File: src/rtl/systolic_sequencer.sv
// systolic_sequencer: load/compute/readout sequencer for a 2x2 output-stationary MAC array.
//
// Buffers matrices A and B (four elements each, index {row,col}) from a byte-wide load port.
// Once all eight elements are present it clears the PEs, feeds the array's left and top edges
// with row/column skew, lets the last MAC settle, and captures the four accumulators. The
// captured results are read back one at a time, saturated to DATA_W bits.
//
// Ports:
//   clk, rst              clock, asynchronous active-high reset
//   load_en/load_sel_ab   write in_data into A (0) or B (1) at load_index
//   load_index, in_data   element index {row,col} and element value
//   output_en/output_sel  register result[output_sel] (saturated) onto out_data
//   out_data              selected C element
//   done, busy            results valid / sequence in progress
//   pe_clear, pe_en       PE accumulator clear and advance/MAC enable
//   a_in0/1, b_in0/1      left-edge (rows 0/1) and top-edge (cols 0/1) feeds
//   c00..c11              PE accumulator values
module systolic_sequencer #(
    parameter int unsigned DATA_W = 8,
    parameter int unsigned ACC_W  = 17
) (
    input  logic              clk,
    input  logic              rst,
    input  logic              load_en,
    input  logic              load_sel_ab,
    input  logic [1:0]        load_index,
    input  logic [DATA_W-1:0] in_data,
    input  logic              output_en,
    input  logic [1:0]        output_sel,
    output logic [DATA_W-1:0] out_data,
    output logic              done,
    output logic              busy,
    output logic              pe_clear,
    output logic              pe_en,
    output logic [DATA_W-1:0] a_in0,
    output logic [DATA_W-1:0] a_in1,
    output logic [DATA_W-1:0] b_in0,
    output logic [DATA_W-1:0] b_in1,
    input  logic [ACC_W-1:0]  c00,
    input  logic [ACC_W-1:0]  c01,
    input  logic [ACC_W-1:0]  c10,
    input  logic [ACC_W-1:0]  c11
);

    typedef enum logic [2:0] {StIdle, StClear, StFeed, StSettle, StCapture, StDone} state_e;

    localparam logic [ACC_W-1:0] SatMax = (ACC_W'(1) << DATA_W) - ACC_W'(1);

    state_e            state_q;
    logic [1:0]        step_q;
    logic [DATA_W-1:0] a_q [4];
    logic [DATA_W-1:0] b_q [4];
    logic [7:0]        loaded_mask_q;
    logic [ACC_W-1:0]  result_q [4];

    logic              load_ok;
    logic [1:0]        feed_step;
    logic [DATA_W-1:0] nf_a0, nf_a1, nf_b0, nf_b1;

    assign load_ok = load_en && (state_q == StIdle || state_q == StDone);

    // Feeds for the step about to be presented: step 0 when leaving CLEAR, else the next step.
    assign feed_step = (state_q == StClear) ? 2'd0 : step_q + 2'd1;

    always_comb begin
        nf_a0 = '0;
        nf_a1 = '0;
        nf_b0 = '0;
        nf_b1 = '0;
        case (feed_step)
            2'd0: begin
                nf_a0 = a_q[0];
                nf_b0 = b_q[0];
            end
            2'd1: begin
                nf_a0 = a_q[1];
                nf_a1 = a_q[2];
                nf_b0 = b_q[2];
                nf_b1 = b_q[1];
            end
            2'd2: begin
                nf_a1 = a_q[3];
                nf_b1 = b_q[3];
            end
            default: ;
        endcase
    end

    always_ff @(posedge clk or posedge rst) begin
        if (rst) begin
            state_q       <= StIdle;
            step_q        <= '0;
            loaded_mask_q <= '0;
            done          <= 1'b0;
            busy          <= 1'b0;
            pe_clear      <= 1'b0;
            pe_en         <= 1'b0;
            a_in0         <= '0;
            a_in1         <= '0;
            b_in0         <= '0;
            b_in1         <= '0;
            for (int i = 0; i < 4; i++) begin
                a_q[i]      <= '0;
                b_q[i]      <= '0;
                result_q[i] <= '0;
            end
        end else begin
            if (load_ok) begin
                if (load_sel_ab) b_q[load_index] <= in_data;
                else             a_q[load_index] <= in_data;
                loaded_mask_q[{load_sel_ab, load_index}] <= 1'b1;
            end
            case (state_q)
                StIdle: begin
                    if (loaded_mask_q == 8'hFF) begin
                        state_q  <= StClear;
                        pe_clear <= 1'b1;
                        busy     <= 1'b1;
                    end
                end
                StClear: begin
                    state_q  <= StFeed;
                    step_q   <= 2'd0;
                    pe_clear <= 1'b0;
                    pe_en    <= 1'b1;
                    a_in0    <= nf_a0;
                    a_in1    <= nf_a1;
                    b_in0    <= nf_b0;
                    b_in1    <= nf_b1;
                end
                StFeed: begin
                    if (step_q == 2'd3) begin
                        state_q <= StSettle;
                        pe_en   <= 1'b0;
                        a_in0   <= '0;
                        a_in1   <= '0;
                        b_in0   <= '0;
                        b_in1   <= '0;
                    end else begin
                        step_q <= step_q + 2'd1;
                        a_in0  <= nf_a0;
                        a_in1  <= nf_a1;
                        b_in0  <= nf_b0;
                        b_in1  <= nf_b1;
                    end
                end
                StSettle: state_q <= StCapture;
                StCapture: begin
                    result_q[0]   <= c00;
                    result_q[1]   <= c01;
                    result_q[2]   <= c10;
                    result_q[3]   <= c11;
                    loaded_mask_q <= '0;
                    state_q       <= StDone;
                    done          <= 1'b1;
                    busy          <= 1'b0;
                end
                StDone: begin
                    // The load itself is performed above; this only leaves DONE.
                    if (load_en) begin
                        state_q <= StIdle;
                        done    <= 1'b0;
                    end
                end
                default: state_q <= StIdle;
            endcase
        end
    end

    always_ff @(posedge clk or posedge rst) begin
        if (rst) begin
            out_data <= '0;
        end else if (output_en) begin
            out_data <= (result_q[output_sel] > SatMax) ? '1
                                                        : result_q[output_sel][DATA_W-1:0];
        end
    end

endmodule

File: config.mk
export PLATFORM = sky130hd
export DESIGN_NAME = systolic_sequencer
export DESIGN_NICKNAME = d
export VERILOG_FILES = /design/src/rtl/systolic_sequencer.sv
export SDC_FILE = /design/constraint.sdc
export NUM_CORES = 1
export LEC_CHECK = 0
export BUFFER_PORTS_ARGS = -buffer_cell sky130_fd_sc_hd__buf_4
export CORE_MARGIN = 10
export CORE_UTILIZATION = 30
export CTS_CLUSTER_SIZE = 16
export DETAILED_ROUTE_END_ITERATION = 16
export SETUP_SLACK_MARGIN = 0.5
export SYNTH_ARGS = -nofsm -noshare
export SYNTH_HDL_FRONTEND = slang
export SYNTH_SLANG_ARGS = --single-unit
File: constraint.sdc
create_clock -name clk -period 7.5 [get_ports clk]
set_input_delay 0.75 -clock clk [delete_from_list [all_inputs] [get_ports clk]]
set_output_delay 0.75 -clock clk [all_outputs]
set_load 0.01 [all_outputs]
# == Word level (Yosys, flattened, before mapping) ==
# Cells that the tools add are included.
# totals
register_bits,189
latchBits,0
ram_bits,0
rom_bits,0
input_bits,85
out_inout_bits,44
word_cells,105
n_memories,0
# classes
add_sub_neg,1
multipliers,0
div,0
magnitude_cmp,6
eq_ne,13
shifts,0
mux,38
bitwise_logic,4
reduce_logical,19
# ops
op,count
8-bit one-hot mux with 2 select lines,8
32-bit bitwise mux,2
8-bit two-way mux,8
17-bit binary-select mux with 2-bit select,1
17-bit two-way mux,2
3-bit one-hot mux with 6 select lines,1
"17-bit by 8-bit greater-than comparator with 1-bit output, second input constant",1
8-bit demux with 2-bit select,1
2-bit AND reduction,7
2-bit nonzero test,5
3-bit two-way mux,3
"8-bit equality test, second input constant",1
8-bit OR,1
1-bit one-hot mux with 2 select lines,4
"3-bit by 2-bit equality test with 1-bit output, second input constant",2
"3-bit equality test, second input constant",2
"3-bit >= comparator, second input constant",2
"2-bit inequality test, second input constant",3
2-bit inverter with 3-bit output,2
"2-bit equality test, second input constant",2
"3-bit by 4-bit less-than comparator with 1-bit output, second input constant",1
1-bit two-way mux,4
2-bit two-way mux,2
2-bit one-hot mux with 2 select lines,1
13 further kinds,15

# == Logic depth before layout (Yosys ltp) ==
# Gate-level depths: netlist of the first run.
# depth
depth_word,7
depth_mapped,8
depth_no_buf,6

# == Worst setup path before layout of the first run ==
# OpenSTA, ideal clock, no wires.
# synth_path
path_type,reg-to-reg
startpoint,register state_q[0]
endpoint,register a_in0[3]
arrival_time_ns,1.908
setup_slack_ns,5.496
path_stages_with_launch,8
n_path_buf,2
path_cell_list,dfrtp_1 -> clkinv_1 -> o31ai_1 -> ha_1 -> clkbuf_1 -> clkbuf_1 -> a22oi_1 -> o31ai_1
# synth_between
elab_chain_cells,6
elab_cells_between_ends,9
cone_classes,3 x eq/ne; 4 x mux; 2 x reduce/logical
# synth_rtl
element,line_no,text
from (decl),49,state_e state_q;
from (signal assigned),91,state_q <= StIdle;
from (signal assigned),116,state_q <= StClear;
from (signal assigned),122,state_q <= StFeed;
3-bit by 1-bit equality test with 1-bit output,"63, 113",
2-bit two-way mux,63,assign feed_step = (state_q == StClear) ? 2'd0 : step_q + 2'd1;
2-bit by 1-bit equality test with 1-bit output or 2-bit zero test (tied branches),70,case (feed_step)
8-bit one-hot mux with 2 select lines,70,
8-bit two-way mux,132,if (step_q == 2'd3) begin
8-bit one-hot mux with 2 select lines,113,case (state_q)
to (signal assigned),126,a_in0 <= nf_a0;
to (signal assigned),141,a_in0 <= nf_a0;
to (decl),35,"output logic [DATA_W-1:0] a_in0,"
# Several ways; a longest one is shown, not always the timed one.
# A chain may end at the register's enable or synchronous reset.

# == Worst setup path in the final report of the first run ==
# layout_path
startpoint,register state_q[0]
endpoint,register b_in0[1]
# layout_between
elab_chain_cells,6
elab_cells_between_ends,9
cone_classes,3 x eq/ne; 4 x mux; 2 x reduce/logical
# layout_rtl
element,line_no,text
3-bit by 1-bit equality test with 1-bit output,"63, 113",
2-bit two-way mux,63,
2-bit by 1-bit equality test with 1-bit output or 2-bit zero test (tied branches),70,
8-bit one-hot mux with 2 select lines,70,
8-bit two-way mux,132,
8-bit one-hot mux with 2 select lines,113,
to (signal assigned),128,b_in0 <= nf_b0;
to (signal assigned),143,b_in0 <= nf_b0;
to (decl),37,"output logic [DATA_W-1:0] b_in0,"
# Several ways; a longest one is shown, not always the timed one.

==> run_results.csv, run 1 <==
group,metric,value,unit
global_routing,antenna_found_initial,0,
power,p_int,2.537,mW
critical_path,cpMaxStageDelayCell,"ha_1",
cts,cts_made_buffers,17,
cts,cts_buffer_depth,2,
routing,drt_pass1_iterations,5,
placement,io_buffers,128,
cts,clock-sinks,189,
synth,synth_edf_count,0,
global_routing,grt_pass1_vias,5645,
timing,slew_violations,0,
global_routing,grt_pass1_wl,32590,um
final_layout,diodes,0,
synth,synthesis.area,7895,um^2
final_layout,area_growth,23.34,%
cts,clk_latency,440,ps
synth,async_flop_share,1.000,
synth,syn_inst,720,
critical_path,end_kind,"flip-flop",
final_layout,layout_commonest_cell,"nand2_1",
global_routing,gr-usage-all-layers,0.1235,
timing,post-route-min-period,2675,ps
routing,initialDrtViolationCount,364,
routing,vias_per_cell,4.755,
cts,clk_pin_slew,70,ps
synth,ys_seq_area_frac,0.5990,
routing,drc,0,
final_layout,multi_input_area,2922,um^2
power,p_sw,1.446,mW
min_path,hold_class,"in -> async",
power,peakVddDrop,193.4,uV
die,die_w,182.2,um
outcome,status,"completed",
timing,tightest_slew,987.3,ps
power,p_leak,4.607,nW
cts,post_cts_resized,0,
routing,ant_nets,0,
cts,cts_tree,"done",
global_routing,grt_overflow,0,
final_layout,final_cell_mix,"232 x nand2_1, 189 x dfrtp_1, 133 x buf_4",
die,die_area,33210,um^2
cts,ctsHoldBuffers,0,
critical_path,rr_startpoint,"state_q[0]$_DFFE_PP0P_",
timing,setup_viol,0,
placement,gp_congestion,0.8109,
final_layout,drive_above_1_share,0.2982,
synth,synth_flop_cell,"dfrtp_1",
critical_path,worstPathCellList,"clkinv_1, o31ai_1, ha_1, a221oi_1, nor3_1",
power,p_comb_frac,0.333,
critical_path,cpPeakStageDelay,750,ps
timing,rsz0062_at_grt,"no",
global_routing,grt_max_degree,112,
timing,hold_viol_final,0,
power,power.density,409.0,nW/um^2
synth,synth_fp_nets,809,
critical_path,crit_path_max_fanout,16,
timing,fin_crit_sh,0.3567,
final_layout,final_nets,921,
routing,wl_per_cell,17.50,um
synth,synth-warning-count,0,
timing,max-slew-margin-rel,0.3418,
flow_run,maxCapViolCount,0,
power,clkPwrFrac,0.227,
timing,clock.fmax,373.8,MHz
synth,syn_area_per_cell,10.97,um^2
critical_path,crit_required,7840,ps
critical_path,worstSetupStartpoint,"state_q[0]$_DFFE_PP0P_",
synth,yosysUniqueCellTypes,48,
critical_path,worstSetupPathType,"reg -> reg",
cts,cts_root_buf,"clkbuf_16",
timing,skew,13.17,ps
placement,place_hpwl,13710,um
critical_path,r2r_cells,5,
die,num_io_pins,129,
die,die_h,182.2,um
final_layout,seqCellArea,4730,um^2
routing,num_vias,5611,
critical_path,start_kind,"flip-flop",
final_layout,fill_cells,2588,
final_layout,utilization,0.3748,
cts,htreeDepth,4,
power,swShare,0.3630,
die,core_area,25980,um^2
die,initial_core_util,0.3038,
power,p_seq_frac,0.441,
routing,wirelength,20650,um
critical_path,cp_data_arrival_time,3010,ps
synth,ys_ff_latch,189,
die,rows,59,
cts,cts_setup_buffers,0,
timing,fin_setup_tns,0,ps
[Yosys cell counts (2+ instances only)]
master | n | area share
or3b_1 | 2 | 0.0022
a21o_1 | 2 | 0.0019
nand2_1 | 233 | 0.11
o31ai_1 | 2 | 0.0019
buf_2 | 17 | 0.011
clkbuf_1 | 18 | 0.0086
nor4_1 | 6 | 0.0048
o21a_1 | 4 | 0.0038
nor3_1 | 18 | 0.011
dfrtp_1 | 189 | 0.60
nor3b_4 | 2 | 0.0048
buf_1 | 2 | 0.00095
inv_1 | 15 | 0.0071
a22oi_1 | 17 | 0.016
mux2_2 | 65 | 0.093
mux4_2 | 8 | 0.023
a41oi_1 | 8 | 0.0089
buf_4 | 2 | 0.0019
o21bai_1 | 2 | 0.0019
a221oi_1 | 15 | 0.017
nand4_1 | 2 | 0.0016
a22o_1 | 3 | 0.0033
nand2b_1 | 2 | 0.0016
nor2_1 | 30 | 0.014
ha_1 | 4 | 0.0063
nand3b_1 | 2 | 0.0019
nor4b_1 | 2 | 0.0022
o21ai_0 | 17 | 0.011
nor2b_1 | 2 | 0.0016
a21oi_1 | 11 | 0.0070
[registers in the layout, summed over array words and instances, names as in the netlist, 2 cells and up]
name / flops
b_in0: 8
a_in1: 8
b_q: 32
step_q: 2
state_q: 3
result_q: 68
loaded_mask_q: 8
out_data: 8
a_q: 32
a_in0: 8
b_in1: 8
[kinds of logic (layout without fill, tap and decap cells)]
group	count (synthesis)	after routing	synth area share
AND/OR/NAND/NOR	311	311	0.1678
XOR/XNOR	2	2	0.003170
AO/OA/AOI/OAI	83	83	0.07512
adder cells (fa/ha/maj)	4	4	0.006339
flip-flops	189	189	0.5990
multiplexers	74	74	0.1168
buffers and inverters	57	182	0.03169
[routing by layer]
metal,routed length (um),up-vias,track usage
met2,9145,170,0.1833
met3,1508,11,0.04036
met4,140,0,0.02929
met1,9854,2753,0.1703
li1,-,2677,-
met5,0,-,0
[final timing paths]
path	slack (ps)	endpoint
worst max-delay path	4820	b_in0[1]$_DFFE_PP0P_
min in group clk	470	result_q[24]$_DFFE_PP0P_
max in group asynchronous	5530	pe_en$_DFFE_PP0P_
worst min register to register	470	result_q[24]$_DFFE_PP0P_
worst min-delay path	450	result_q[29]$_DFFE_PP0P_
worst max register to register	4820	b_in0[1]$_DFFE_PP0P_
[power by group through the flow]
stage	clock (mW)	sequential, mW	combinational (mW)
finish	0.903	1.75	1.33
global route	0.973	1.82	1.50
CTS	0.923	1.75	1.35
detailed placement	0	1.77	1.35
global placement	0	1.76	1.31
floorplan	0	1.72	0.939
[worst max-delay path, delay by kind of cell, from the launching register on]
family / cells / cell delay (ps)
compound gates: 2 / 660
fa+ha+maj: 1 / 750
buf+inv: 1 / 320
flops: 1 / 620
simple gates: 1 / 220
[stage by stage]
stage | total power, mW | hold slack, ps | area, um^2 | setup slack, ps | instances
2_1_floorplan | 2.657 | 440.3 | 7895 | 1608 | 720
3_3_place_gp | 3.069 | 452.2 | 9140 | 4957 | 1148
3_5_place_dp | 3.115 | 456.8 | 9140 | 4861 | 1148
4_1_cts | 4.025 | 475.0 | 9738 | 4836 | 1180
5_1_grt | 4.287 | 489.1 | 9738 | 4579 | 1180
6_report | 3.983 | 447.3 | 9738 | 4825 | 1180
[layout make-up]
class	count	share of cell area
clock inverters	14	0.01735
multi-input cells	474	0.3000
well taps	335	0.04304
flip-flops and latches	189	0.4857
clock buffers	18	0.04407
inverters	17	0.007324
repair buffers	133	0.1025
No activity file was read; power rests on OpenSTA's default activity.
==> run 2, diff against run 1 <==
==> constraint.sdc (replaced) <==
create_clock -name clk -period 2.4 [get_ports clk]
set_input_delay 0.24 -clock clk [delete_from_list [all_inputs] [get_ports clk]]
set_output_delay 0.24 -clock clk [all_outputs]
set_load 0.01 [all_outputs]
==> run 2 against run 1 <==
Effect of this change: maximum frequency up 46%; critical path type unchanged; sequential power rose to 3.2 times the previous value; clock power rose to 3.1 times the previous value; cell count up 6.0%; global-route usage up 0.63 points; largest power group unchanged; non-clock buffer count up 71; count of clock-buffer cells in the layout unchanged; worst hold slack worse by 430 ps; core utilization up 3.7 points; combinational power rose to 3.7 times the previous value; total power rose to 3.3 times the previous value; setup slack worse by 4300 ps.
==> run_results.csv, run 2 (synthesized netlist as in run 1, its figures left out) <==
group,metric,value,unit
global_routing,grt_util_met1,0.1745,
routing,drc,0,
die,num_io_pins,129,
die,core_area,25980,um^2
global_routing,gr-usage-all-layers,0.1298,
routing,wl_per_cell,17.46,um
timing,tightest_slew,733.6,ps
final_layout,diodes,0,
timing,setup_viol,0,
outcome,status,"completed",
cts,cts_made_buffers,17,
final_layout,area_growth,35.58,%
die,die_h,182.2,um
final_layout,drive_above_1_share,0.3253,
final_layout,final_cell_mix,"232 x nand2_1, 186 x dfrtp_1, 141 x buf_4",
timing,skew,15.54,ps
die,die_w,182.2,um
timing,clock.fmax,544.7,MHz
timing,hold_viol_final,0,
routing,initialDrtViolationCount,530,
die,rows,59,
critical_path,crit_required,2720,ps
cts,cts_root_buf,"clkbuf_16",
routing,drt_pass1_iterations,5,
global_routing,grt_overflow,0,
final_layout,final_nets,992,
final_layout,layout_commonest_cell,"nand2_1",
global_routing,grtUsageMet3,0.04392,
placement,place_hpwl,14640,um
timing,setup_ws,564.3,ps
cts,clk_latency,440,ps
critical_path,rr_startpoint,"state_q[2]$_DFFE_PP0P_",
routing,wirelength,21840,um
placement,gp_congestion,0.8258,
cts,clk_pin_slew,80,ps
timing,whs,16.46,ps
power,p_leak,4.996,nW
die,initial_core_util,0.3038,
placement,io_buffers,128,
placement,pre_cts_ws,261.1,ps
global_routing,use_met2,0.1960,
placement,dpl_cell_area,9306,um^2
routing,num_vias,5940,
critical_path,crit_path_max_fanout,9,
final_layout,largest_reg_flops,68,
critical_path,worstSetupStartpoint,"state_q[2]$_DFFE_PP0P_",
critical_path,end_kind,"flip-flop",
timing,post-route-min-period,1836,ps
cts,htreeDepth,4,
global_routing,grt_max_degree,70,
die,die_area,33210,um^2
power,peakVddDrop,692.4,uV
global_routing,antenna_found_initial,0,
routing,vias_per_cell,4.748,
min_path,hold_start,"c11[7]",
timing,fin_crit_sh,0.7649,
timing,rsz0062_at_grt,"yes",
power,power.density,1238,nW/um^2
final_layout,final_cell_area,10700,um^2
cts,cts_buffer_depth,2,
cts,cts_tree,"done",
critical_path,worstSetupPathType,"reg -> reg",
global_routing,grt_pass1_vias,6123,
cts,clock-sinks,189,
global_routing,grt_pass1_wl,34890,um
critical_path,cp_data_arrival_time,2160,ps
final_layout,top_regs,"result_q (68), a_q (32), b_q (32)",
timing,max-slew-margin-rel,0.5099,
routing,ant_nets,0,
timing,slew_violations,0,
final_layout,largest_register,"result_q",
global_routing,grt.busiest_layer,"met2",
min_path,hold_class,"in -> reg",
final_layout,utilization,0.4119,
final_layout,fill_cells,2487,
flow_run,maxCapViolCount,0,
critical_path,start_kind,"flip-flop",
## run 2: changes by cell type in the layout (fill, tap and decap cells not counted), moves of 5 or more
cell	before	now
a22oi_2	0	5
a221oi_1	15	5
dlygate4sd3_1	0	52
buf_12	0	9
a22oi_1	17	12
a221oi_2	1	11
buf_4	133	141
## run 2: layer usage
layer / vias to the layer above / share of wire
li1: 2820 / -
met1: 2912 / 0.46
met2: 190 / 0.46
met3: 18 / 0.074
met4: 0 / 0.0087
met5: - / 0
## run 2: report_power, final
group	internal [mW]	leakage (nW)	switching, mW	total, mW
Clock	1.41	0.290	1.40	2.81
Sequential	4.66	2.31	0.869	5.53
Combinational	2.34	2.40	2.57	4.91
## run 2: stage by stage
| step | cells | power (mW) | TNS [ps] |
|---|---|---|---|
| after floorplan | 720 | 8.319 | -51880 |
| after global placement | 1162 | 9.779 | 0 |
| after detailed placement | 1162 | 9.931 | 0 |
| after CTS | 1250 | 12.93 | 0 |
| after global routing | 1251 | 14.21 | 0 |
| final | 1251 | 13.25 | 0 |
## run 2: layout make-up
| type | instances | area, um^2 | share of cell area |
|---|---|---|---|
| multi-input combinational | 474 | 3089 | 0.2886 |
| timing repair buffer | 204 | 1795 | 0.1677 |
| clock inverter | 14 | 167.7 | 0.01566 |
| tap | 335 | 419.2 | 0.03916 |
| inverter | 17 | 70.07 | 0.006546 |
| sequential | 189 | 4733 | 0.4422 |
| clock buffer | 18 | 429.2 | 0.04009 |
## run 2: what timing repair did
item	CTS	global route
hold buffers	52	0
setup endpoints to repair	75	142
resized for setup	8	33
gates cloned	0	1
pin swaps	3	2
endpoints found under the hold margin	75	0
buffers inserted	4	0
## run 2: path summary, 6_finish.rpt
path                                             to  slack (ps)  depth (start not counted)
setup / recovery                 a_q[5]$_DFFE_PP0P_         560                          4
max in group asynchronous  result_q[57]$_DFFE_PP0P_        1150                          4
hold / removal              result_q[7]$_DFFE_PP0P_          20                          3
setup reg to reg                 a_q[5]$_DFFE_PP0P_         560                          4
min in group asynchronous      b_in1[1]$_DFFE_PP0P_         480                          3
hold reg to reg             result_q[0]$_DFFE_PP0P_         480                          2
## run 2: worst max-delay path: stages (launching register included)
cell     delay (ps)
dfrtp_2         480
xnor2_2         280
nand3_2         160
or3b_4          500
mux2_2          310
==> run 3, diff against run 2 <==
==> constraint.sdc (replaced) <==
create_clock -name clk -period 1.65 [get_ports clk]
set_input_delay 0.165 -clock clk [delete_from_list [all_inputs] [get_ports clk]]
set_output_delay 0.165 -clock clk [all_outputs]
set_load 0.01 [all_outputs]
==> run 3 against run 2 <==
Effect of this change: global-route usage up 2.0 points; setup slack got worse by 720 ps; die area stayed put; critical path depth grew 5; register-to-register slack worse by 720 ps; largest power group is now combinational cells; clock power up 48%; worst hold slack improved by 25 ps; routed wire length increased by 29%; core utilization is 12 points higher; critical path type unchanged; the run now ends with setup timing left; clock skew fell by 3.5 ps; first-iteration DRC count decreased by 14%.
==> run_results.csv, run 3 (synthesized netlist as in run 1, its figures left out) <==
group,metric,value,unit
outcome,status,"finished, violations left",
outcome,violations,"setup timing",
final_layout,drive_above_1_share,0.5865,
routing,vias_per_cell,4.929,
timing,max-slew-margin-rel,0.7297,
routing,num_vias,6753,
min_path,hold_class,"in -> reg",
placement,io_buffers,128,
die,die_h,182.2,um
critical_path,cpLargestDelayFamily,"buffers and inverters",
power,p_int,16.07,mW
power,p_comb_frac,0.505,
cts,cts_tree,"done",
critical_path,worstSetupStartpoint,"state_q[0]$_DFFE_PP0P_",
global_routing,grt_pass1_wl,39950,um
critical_path,cpMaxStageDelayCell,"dfrtp_2",
global_routing,grt_pass1_vias,6964,
final_layout,largest_register,"result_q",
power,p_seq_frac,0.332,
global_routing,gr-usage-all-layers,0.1499,
timing,setup_viol,121,
critical_path,cp_data_arrival_time,2170,ps
die,die_w,182.2,um
flow_run,maxCapViolCount,0,
critical_path,worstPathCellList,"buf_6, inv_4, o31ai_4, buf_4, ha_4, buf_12, clkbuf_16, a22oi_2, o21ai_2",
timing,setup_ws,-158.5,ps
final_layout,final_cell_mix,"188 x dfrtp_1, 138 x buf_4, 85 x nand2_2",
final_layout,top_regs,"result_q (68), a_q (32), b_q (32)",
critical_path,r2r_slack,-160,ps
routing,initialDrtViolationCount,457,
timing,tightest_slew,405.4,ps
power,p_leak,6.465,nW
cts,clk_pin_slew,70,ps
critical_path,rr_startpoint,"state_q[0]$_DFFE_PP0P_",
final_layout,area_growth,74.53,%
final_layout,diodes,0,
routing,drc,0,
routing,ant_nets,0,
critical_path,crit_required,2010,ps
cts,clock-sinks,189,
routing,wirelength,28090,um
final_layout,fill_cells,2086,
critical_path,crit_path_max_fanout,8,
placement,gp_congestion,0.7345,
die,initial_core_util,0.3038,
placement,place_hpwl,14750,um
power,power.density,1860,nW/um^2
routing,drt_pass1_iterations,5,
cts,cts_root_buf,"clkbuf_16",
die,core_area,25980,um^2
critical_path,worstSetupPathType,"reg -> reg",
critical_path,end_kind,"flip-flop",
cts,htreeDepth,4,
global_routing,grt_max_degree,77,
critical_path,cpPeakStageDelay,410,ps
power,p_total,25.62,mW
timing,clock.fmax,552.9,MHz
die,die_area,33210,um^2
die,rows,59,
power,p_sw,9.553,mW
cts,cts_made_buffers,17,
min_path,hold_start,"load_en",
power,clkPwrFrac,0.162,
die,num_io_pins,129,
timing,slew_violations,0,
timing,skew,11.99,ps
power,swShare,0.3728,
critical_path,start_kind,"flip-flop",
timing,rsz0062_at_grt,"yes",
timing,hold_viol_final,0,
cts,clk_latency,430,ps
power,peakVddDrop,1005,uV
timing,fin_setup_tns,-9438,ps
global_routing,grt_overflow,0,
timing,post-route-min-period,1809,ps
timing,fin_crit_sh,1.096,
routing,wl_per_cell,20.51,um
final_layout,layout_commonest_cell,"dfrtp_1",
global_routing,antenna_found_initial,0,
final_layout,largest_reg_flops,68,
cts,cts_buffer_depth,2,
critical_path,worst-path-buf-inv,5,
final_layout,final_nets,1111,
==> run 3: cell types whose count changed in the layout (fill, tap and decap cells not counted), sizes merged, moves of 2 or more <==
cell / before / now
buf: 151 / 244
dlygate4sd3: 52 / 69
clkbuf: 19 / 26
clkinv: 8 / 6
==> run 3: power by group through the flow <==
stage          Combinational [mW]  Clock [mW]  Sequential, mW
2_1_floorplan                5.79           0            8.00
3_3_place_gp                 7.91           0            8.15
3_5_place_dp                 8.09           0            8.16
4_1_cts                      10.1        4.23            8.19
5_1_grt                      13.8        4.43            8.76
6_report                     12.9        4.16            8.51
==> run 3: worst paths after layout <==
path | endpoint | depth (start not counted)
worst max-delay path | a_in1[4]$_DFFE_PP0P_ | 9
worst min-delay path | state_q[2]$_DFFE_PP0P_ | 4
worst max register to register | a_in1[4]$_DFFE_PP0P_ | 9
worst min register to register | result_q[22]$_DFFE_PP0P_ | 2
max in group asynchronous | result_q[11]$_DFFE_PP0P_ | 4
min in group asynchronous | done$_DFFE_PP0P_ | 4
==> run 3: worst min-delay path: stages <==
cell     delay (ps)
buf_4           110
nand2_1          50
nand2_1          50
nand2_1          50
==> run 3: repair_timing <==
action / CTS / global route
pin swaps: 35 / 131
hold buffers: 69 / 0
setup endpoints to repair: 218 / 227
cloned: 13 / 10
hold endpoints to repair: 257 / 0
setup buffers: 31 / 27
resized for setup: 156 / 210
==> run 3: per-stage QoR <==
stage / std cells / hold slack (ps) / area [um^2] / setup slack (ps) / util
final: 1370 / 41.02 / 13780 / -158.5 / 0.5303
after global routing: 1370 / 31.28 / 13780 / -204.6 / 0.5303
after CTS: 1333 / 21.11 / 12520 / -98.97 / 0.4818
after detailed placement: 1188 / 325.2 / 10080 / -162.2 / 0.3879
after global placement: 1188 / 330.0 / 10080 / -114.0 / 0.3879
after floorplan: 720 / 274.6 / 8546 / -949.5 / -
==> run 3: cell type report <==
| type | instances | area, um^2 | area share |
|---|---|---|---|
| Clock buffer | 18 | 439.2 | 0.03187 |
| Clock inverter | 14 | 146.4 | 0.01062 |
| Multi-Input combinational cell | 476 | 4390 | 0.3186 |
| Inverter | 17 | 96.34 | 0.006992 |
| Timing Repair Buffer | 321 | 3557 | 0.2581 |
| Sequential cell | 189 | 4731 | 0.3433 |
| Tap cell | 335 | 419.2 | 0.03042 |
==> run 3: metal layers <==
layer  vias to the layer above  wire length, um  global-route usage
met1                      3441            11730              0.1910
met4                         0              574             0.03710
met3                        42             1516             0.03660
met5                         -                0                   0
met2                       205            14280              0.2499
li1                       3065                -                   -
